`src/rtl/epl_column_decode_burst.sv`:
```
// epl_column_decode_burst
// Registered one-hot column decoder with a wrap-around burst sequencer for the
// EPLFFRAM02 array datapath. One column is consumed per advance strobe.
// Optional build macro: EPL_COLDEC_DIR_EN adds pDir_i for decrementing bursts.
module epl_column_decode_burst #(
    parameter int AC_W  = 1,
    parameter int LEN_W = AC_W + 1
) (
    input  logic                   pClk_i,
    input  logic                   pRstn_i,
    input  logic                   pStart_i,
    input  logic [AC_W-1:0]        pAc_i,
    input  logic [LEN_W-1:0]       pLen_i,
    input  logic                   pAdv_i,
`ifdef EPL_COLDEC_DIR_EN
    input  logic                   pDir_i,
`endif
    output logic [(2**AC_W)-1:0]   pAcy_o,
    output logic [AC_W-1:0]        pAcCur_o,
    output logic                   pBusy_o,
    output logic                   pLast_o,
    output logic                   pDone_o
);

    localparam int               COLS   = 2 ** AC_W;
    localparam logic [LEN_W-1:0] COLS_L = LEN_W'(COLS);
    localparam logic [LEN_W-1:0] ONE_L  = LEN_W'(1);
    localparam logic [LEN_W-1:0] TWO_L  = LEN_W'(2);

    typedef enum logic [1:0] {
        S_IDLE,
        S_RUN,
        S_DONE
    } state_t;

    state_t            state;
    logic [AC_W-1:0]   cur;
    logic [AC_W-1:0]   next_cur;
    logic [LEN_W-1:0]  rem;
    logic [LEN_W-1:0]  len_sat;
    logic [COLS-1:0]   acy;
    logic              busy;
    logic              last;
    logic              done;
`ifdef EPL_COLDEC_DIR_EN
    logic              dir_q;
`endif

    // One-hot select for a column index; the index width covers every column exactly.
    function automatic logic [COLS-1:0] onehot(input logic [AC_W-1:0] idx);
        logic [COLS-1:0] v;
        v      = '0;
        v[idx] = 1'b1;
        return v;
    endfunction

    // Burst length: zero and anything wider than the row both mean a full row.
    always_comb begin
        // NOTE: default assigned first so every path drives len_sat and no latch is inferred.
        len_sat = pLen_i;
        if (pLen_i == '0 || pLen_i > COLS_L) begin
            len_sat = COLS_L;
        end
    end

    // Next column in burst order; AC_W-bit arithmetic gives the wrap for free.
`ifdef EPL_COLDEC_DIR_EN
    assign next_cur = dir_q ? (cur - AC_W'(1)) : (cur + AC_W'(1));
`else
    assign next_cur = cur + AC_W'(1);
`endif

    // Burst FSM with all outputs registered alongside the state.
    always_ff @(posedge pClk_i or negedge pRstn_i) begin
        if (!pRstn_i) begin
            // NOTE: non-blocking assignments throughout, so every register samples pre-edge values.
            state <= S_IDLE;
            cur   <= '0;
            rem   <= '0;
            acy   <= '0;
            busy  <= 1'b0;
            last  <= 1'b0;
            done  <= 1'b0;
`ifdef EPL_COLDEC_DIR_EN
            dir_q <= 1'b0;
`endif
        end else begin
            done <= 1'b0;
            unique case (state)
                S_IDLE: begin
                    if (pStart_i) begin
                        state <= S_RUN;
                        cur   <= pAc_i;
                        rem   <= len_sat;
                        acy   <= onehot(pAc_i);
                        busy  <= 1'b1;
                        last  <= (len_sat == ONE_L);
`ifdef EPL_COLDEC_DIR_EN
                        dir_q <= pDir_i;
`endif
                    end
                end
                S_RUN: begin
                    if (pAdv_i) begin
                        if (rem > ONE_L) begin
                            cur  <= next_cur;
                            rem  <= rem - ONE_L;
                            acy  <= onehot(next_cur);
                            last <= (rem == TWO_L);
                        end else begin
                            // Final column consumed: cur keeps its last value through DONE.
                            state <= S_DONE;
                            rem   <= '0;
                            acy   <= '0;
                            last  <= 1'b0;
                            done  <= 1'b1;
                        end
                    end
                end
                S_DONE: begin
                    state <= S_IDLE;
                    busy  <= 1'b0;
                end
                default: begin
                    state <= S_IDLE;
                    acy   <= '0;
                    busy  <= 1'b0;
                    last  <= 1'b0;
                end
            endcase
        end
    end

    assign pAcy_o   = acy;
    assign pAcCur_o = cur;
    assign pBusy_o  = busy;
    assign pLast_o  = last;
    assign pDone_o  = done;

endmodule

```
`config.mk`:
```
export PLATFORM = sky130hd
export DESIGN_NAME = epl_column_decode_burst
export DESIGN_NICKNAME = d
export VERILOG_FILES = /design/src/rtl/epl_column_decode_burst.sv
export SDC_FILE = /design/constraint.sdc
export NUM_CORES = 1
export LEC_CHECK = 0
export CAP_MARGIN = 10
export CORE_AREA = 5 5 42 44
export DETAILED_ROUTE_END_ITERATION = 8
export DIE_AREA = 0 0 47 49
export HOLD_SLACK_MARGIN = 0.15
export MAX_ROUTING_LAYER = met4
export PLACE_DENSITY = 0.7
export REMOVE_ABC_BUFFERS = 1
export SLEW_MARGIN = 25
export SYNTH_ARGS = -nofsm -noshare
export SYNTH_HDL_FRONTEND = slang
export SYNTH_SLANG_ARGS = --single-unit
```
`constraint.sdc`:
```
create_clock -name pClk_i -period 1.8 [get_ports pClk_i]
set_clock_uncertainty 0.05 [all_clocks]
set_input_delay 0.27 -clock pClk_i [delete_from_list [all_inputs] [get_ports pClk_i]]
set_output_delay 0.27 -clock pClk_i [all_outputs]
set_load 0.02 [all_outputs]
```
==> results.sh, run 1 <==
export IMPL_worst_path_buf_inv=1
export IMPL_worst_path_max_delay_cell="clkdlybuf4s50_1"
export IMPL_power_density_nw_per_um2=1710
export IMPL_dpl_instance_area_um2=643
export IMPL_end_kind="output pin"
export IMPL_h_tree_depth=1
export IMPL_cts_buffers=3
export IMPL_start_kind="register"
export IMPL_slew_viol_final=0
export IMPL_layout_common_cells="clkdlybuf4s50_1, dfrtp_1, a21oi_1"
export IMPL_arrival_ns=1.26
export IMPL_globalRoute_totalOverflow=0
export IMPL_seq_area_um2=250
export IMPL_syn_area_per_cell_um2=10.7
export IMPL_crit_family="buffers and inverters"
export IMPL_peakVddDrop_uv=837
export IMPL_rsz0062_at_grt="no"
export IMPL_portBuffers=12
export IMPL_grt_pass1_vias=398
export IMPL_reg2reg_slack_ns=0.23
export IMPL_fin_tns_setup_ns=0
export IMPL_ctsResizeCount=0
export IMPL_boundaryPins=13
export IMPL_vias_per_cell=5.20
export IMPL_cts_root_buf="clkbuf_4"
export IMPL_grt_pass1_wl_um=1840
export IMPL_synth_largest_area_cell="dfrtp_1"
export IMPL_synth_seq_cells=10
export IMPL_critPathMaxStageDelay_ns=0.62
export IMPL_die_h_um=49
export IMPL_synth_area_um2=514
export IMPL_fin_cells=79
export IMPL_critPathRequiredTime_ns=1.48
export IMPL_syn_inst=48
export IMPL_synth_area_leaders="dfrtp_1, buf_6, a21oi_1, mux2i_1, nand2b_1"
export IMPL_dr_first_iter_drc_count=4
export IMPL_max_freq_mhz=632
export IMPL_cts_tree="done"
export IMPL_seq_area_frac_synth_pct=48.7
export IMPL_tightest_slew_ns=0.460
export IMPL_fin_crit_ns=1.58
export IMPL_multi_input_area_um2=226
export IMPL_grt_max_degree=13
export IMPL_final_setup_viol_count=0
export IMPL_layout_commonest_cell="clkdlybuf4s50_1"
export IMPL_outcome="finished, final reports clean"
export IMPL_drive_above_1_share_pct=15.9
export IMPL_hold_viol_final=0
export IMPL_dpl_hpwl_um=781
export IMPL_clock_latency_ns=0.26
export IMPL_grt_antenna_before_repair=0
export IMPL_fin_crit_sh_pct=88.0
export IMPL_row_count=14
export IMPL_antenna_cells=0
export IMPL_first_pass_iters=4
export IMPL_synth_cell_type_count=24
export IMPL_drt_total_wl_um=1020
export IMPL_via_count=411
export IMPL_p_leak_nw=0.306
export IMPL_cts_max_path_buffers=2
export IMPL_wl_per_cell_um=12.8
export IMPL_crit_chain="clkdlybuf4s50_1"
export IMPL_postCtsSetupRepairBufs=0
export IMPL_max_slew_margin_pct=69.2
export IMPL_drc=0
export IMPL_track_usage_pct=11.7
export IMPL_initial_core_util_pct=36.7
export IMPL_syn_to_final_growth_pct=32.1
export IMPL_post_route_cell_area_um2=679
export IMPL_ant_nets=0
export IMPL_die_area_um2=2300
export IMPL_cp_max_fo=4
export IMPL_die_w_um=47
export IMPL_n_fill_cell=136
export IMPL_hold_path_class="in2async"
export IMPL_hold_buffers=0
export IMPL_core_um2=1400
export IMPL_gp_congestion=0.745
export IMPL_clk_pin_slew_ns=0.07
export IMPL_clock_sinks=10
export IMPL_nets=71
export IMPL_synth_top_area_share_pct=48.7
export IMPL_crit_type="reg2out"
export IMPL_yosysWarningCount=0
export IMPL_place_inst=75
export IMPL_maxCapViolCount=0
==> routing by layer <==
layer | track usage [%] | share of wire (%)
met4 | 9.68 | 4.1
met1 | 15.8 | 46
met3 | 2.21 | 4.4
met2 | 14.5 | 46
met5 | - | 0
==> per-stage QoR <==
stage | hold WS, ns | power (mW) | setup WS [ns] | utilization [%]
finish | 0.272 | 1.16 | 0.217 | 48.5
global route | 0.297 | 1.26 | 0.140 | 48.5
detailed placement | 0.454 | 0.966 | 0.162 | 45.9
CTS | 0.279 | 1.17 | 0.199 | 48.5
floorplan | -0.0756 | 0.742 | 0.360 | -
global placement | 0.445 | 0.951 | 0.200 | 45.9
==> state kept, by name, indices dropped and copies added, names as in the netlist <==
register and flops:
pAcy_o 2, rem 2, state 2, pAcCur_o 1, pBusy_o 1, pDone_o 1, pLast_o 1
==> synthesized netlist by cell type <==
| master | instances |
|---|---|
| nand2_1 | 2 |
| o32ai_1 | 1 |
| nand3_1 | 1 |
| nand3b_1 | 2 |
| a21oi_1 | 4 |
| nand2b_4 | 1 |
| o211ai_1 | 1 |
| a22o_1 | 1 |
| a211o_1 | 1 |
| inv_1 | 3 |
| o21a_1 | 1 |
| mux2_2 | 1 |
| nand2b_1 | 3 |
| mux2i_1 | 2 |
| o21ai_0 | 3 |
| buf_6 | 2 |
| clkbuf_1 | 1 |
| dfrtp_1 | 10 |
| nor3b_1 | 1 |
| nor2_1 | 2 |
| a21oi_2 | 1 |
| mux2_4 | 1 |
| nor2b_1 | 2 |
| a21o_1 | 1 |
==> final timing paths <==
| check | end | cells past startpoint | start |
|---|---|---|---|
| min in group pClk_i | pBusy_o | 2 | pBusy_o |
| max reg2reg | pLast_o | 3 | state[1] |
| min | pBusy_o | 1 | pRstn_i |
| max | pLast_o | 1 | pLast_o |
| max in group asynchronous | rem[1] | 1 | pRstn_i |
| min reg2reg | pBusy_o | 2 | pBusy_o |
==> power by group <==
group	internal, mW	total (mW)	switching [mW]
Combinational	0.294	0.560	0.267
Sequential	0.320	0.400	0.0798
Clock	0.123	0.199	0.0761
Total	0.736	1.16	0.422
==> layout make-up <==
class | count | share of cell area [%]
flip-flops and latches | 10 | 36.8
multi-input cells | 32 | 33.3
repair buffers | 14 | 19.9
clock buffers | 4 | 5.34
well taps | 16 | 2.95
inverters | 3 | 1.66
==> cell families (layout without fill, tap and decap cells) <==
logic type      after synthesis  in the layout  synth area share, %
mux                           4              4                 9.00
flops                        10             10                 48.7
simple gates                 14             14                 17.0
buf+inv                       6             21                 7.30
compound gates               14             14                 18.0
Note: power is estimated with default switching activity, not from simulation.
==> run 2: changes to the inputs <==
- CAP_MARGIN: 10 -> 20
- CTS_CLUSTER_DIAMETER: default -> 80
- clock period: 1.8 -> 1.7 ns (I/O delays scaled with it)
==> run 2 against run 1 <==
Non-clock buffer count unchanged. Total power increased by 4.3%. First-iteration DRC count unchanged. Worst setup slack got worse by 0.090 ns. Critical path type unchanged. Largest cell class unchanged.
==> results.sh, run 2 (same netlist as run 1, synthesis figures left out) <==
export IMPL_crit_family="buffers and inverters"
export IMPL_portBuffers=12
export IMPL_dpl_hpwl_um=743
export IMPL_power_mw=1.21
export IMPL_worst_path_buf_inv=1
export IMPL_grt_max_degree=12
export IMPL_maxCapViolCount=0
export IMPL_die_area_um2=2300
export IMPL_nets=71
export IMPL_drc=0
export IMPL_hold_buffers=0
export IMPL_hold_viol_final=0
export IMPL_clock_sinks=10
export IMPL_wl_per_cell_um=12.4
export IMPL_dr_first_iter_drc_count=4
export IMPL_start_kind="register"
export IMPL_grt_pass1_wl_um=1660
export IMPL_slew_viol_final=0
export IMPL_layout_commonest_cell="clkdlybuf4s50_1"
export IMPL_max_slew_margin_pct=69.8
export IMPL_syn_to_final_growth_pct=32.1
export IMPL_boundaryPins=13
export IMPL_critPathRequiredTime_ns=1.39
export IMPL_crit_type="reg2out"
export IMPL_layout_common_cells="clkdlybuf4s50_1, dfrtp_1, a21oi_1"
export IMPL_globalRoute_totalOverflow=0
export IMPL_track_usage_pct=9.99
export IMPL_vias_per_cell=4.80
export IMPL_h_tree_depth=1
export IMPL_arrival_ns=1.27
export IMPL_p_leak_nw=0.306
export IMPL_via_count=379
export IMPL_fin_crit_sh_pct=92.6
export IMPL_max_freq_mhz=636
export IMPL_ant_nets=0
export IMPL_gp_congestion=0.695
export IMPL_first_pass_iters=4
export IMPL_grt_antenna_before_repair=0
export IMPL_tightest_slew_ns=0.452
export IMPL_rsz0062_at_grt="no"
export IMPL_clk_pin_slew_ns=0.07
export IMPL_clock_latency_ns=0.26
export IMPL_fin_util_pct=48.5
export IMPL_ctsResizeCount=0
export IMPL_worst_path_max_delay_cell="clkdlybuf4s50_1"
export IMPL_end_kind="output pin"
export IMPL_place_inst=75
export IMPL_final_setup_viol_count=0
export IMPL_fin_tns_setup_ns=0
export IMPL_cts_max_path_buffers=2
export IMPL_antenna_cells=0
export IMPL_initial_core_util_pct=36.7
export IMPL_core_um2=1400
export IMPL_grt_pass1_vias=385
export IMPL_row_count=14
export IMPL_hold_path_class="in2async"
export IMPL_cts_tree="done"
export IMPL_cp_max_fo=4
export IMPL_die_w_um=47
export IMPL_crit_chain="clkdlybuf4s50_1"
export IMPL_critPathMaxStageDelay_ns=0.62
export IMPL_drt_total_wl_um=978
export IMPL_die_h_um=49
export IMPL_fin_cells=79
export IMPL_drive_above_1_share_pct=15.9
export IMPL_fin_crit_ns=1.57
export IMPL_cts_buffers=3
export IMPL_power_density_nw_per_um2=1780
export IMPL_peakVddDrop_uv=920
export IMPL_outcome="finished, final reports clean"
export IMPL_postCtsSetupRepairBufs=0
export IMPL_cts_root_buf="clkbuf_4"
## run 2: worst register-to-register path, delay by kind of cell, from the launching register on
kind                   cells  cell delay, ns
AO/OA/AOI/OAI              1            0.20
buffers and inverters      1            0.17
flip-flops                 1            0.49
multiplexers               1            0.21
AND/OR/NAND/NOR            1            0.22
## run 2: final cells by class
| class | count | area (um^2) |
|---|---|---|
| timing repair buffer | 14 | 135 |
| inverter | 3 | 11.3 |
| sequential | 10 | 250 |
| tap | 16 | 20.0 |
| fill | 144 | 722 |
| clock buffer | 4 | 36.3 |
| multi-input combinational | 32 | 226 |
## run 2: path summary, 6_finish.rpt
path	start	endpoint	slack, ns	cells after the start
setup / recovery	pLast_o	pLast_o	0.13	1
hold / removal	pRstn_i	rem[0]	0.25	1
setup reg to reg	state[0]	pAcCur_o	0.28	4
hold reg to reg	pAcy_o[0]	pAcy_o[0]	0.45	1
max in group asynchronous	pRstn_i	pAcy_o[0]	1.03	1
min in group pClk_i	pAcy_o[0]	pAcy_o[0]	0.45	1
## run 2: metal layers
metal | up-vias | GRT usage, % | routed length [um] | share of wire (%)
met3 | 2 | 2.21 | 42 | 4.3
met4 | 0 | 4.15 | 5 | 0.51
met5 | - | - | 0 | 0
li1 | 194 | - | - | -
met2 | 8 | 13.6 | 473 | 48
met1 | 175 | 14.1 | 458 | 47
## run 2: per-stage QoR
step	cell area, um^2	hold slack [ns]	setup WS, ns
global route	679	0.301	0.0911
global placement	643	0.444	0.123
detailed placement	643	0.444	0.102
floorplan	488	-0.0906	0.260
CTS	679	0.278	0.112
finish	679	0.255	0.127
## run 2: power breakdown
group	internal [mW]	switching, mW
clock	0.130	0.0810
sequential	0.338	0.0824
combinational	0.304	0.272
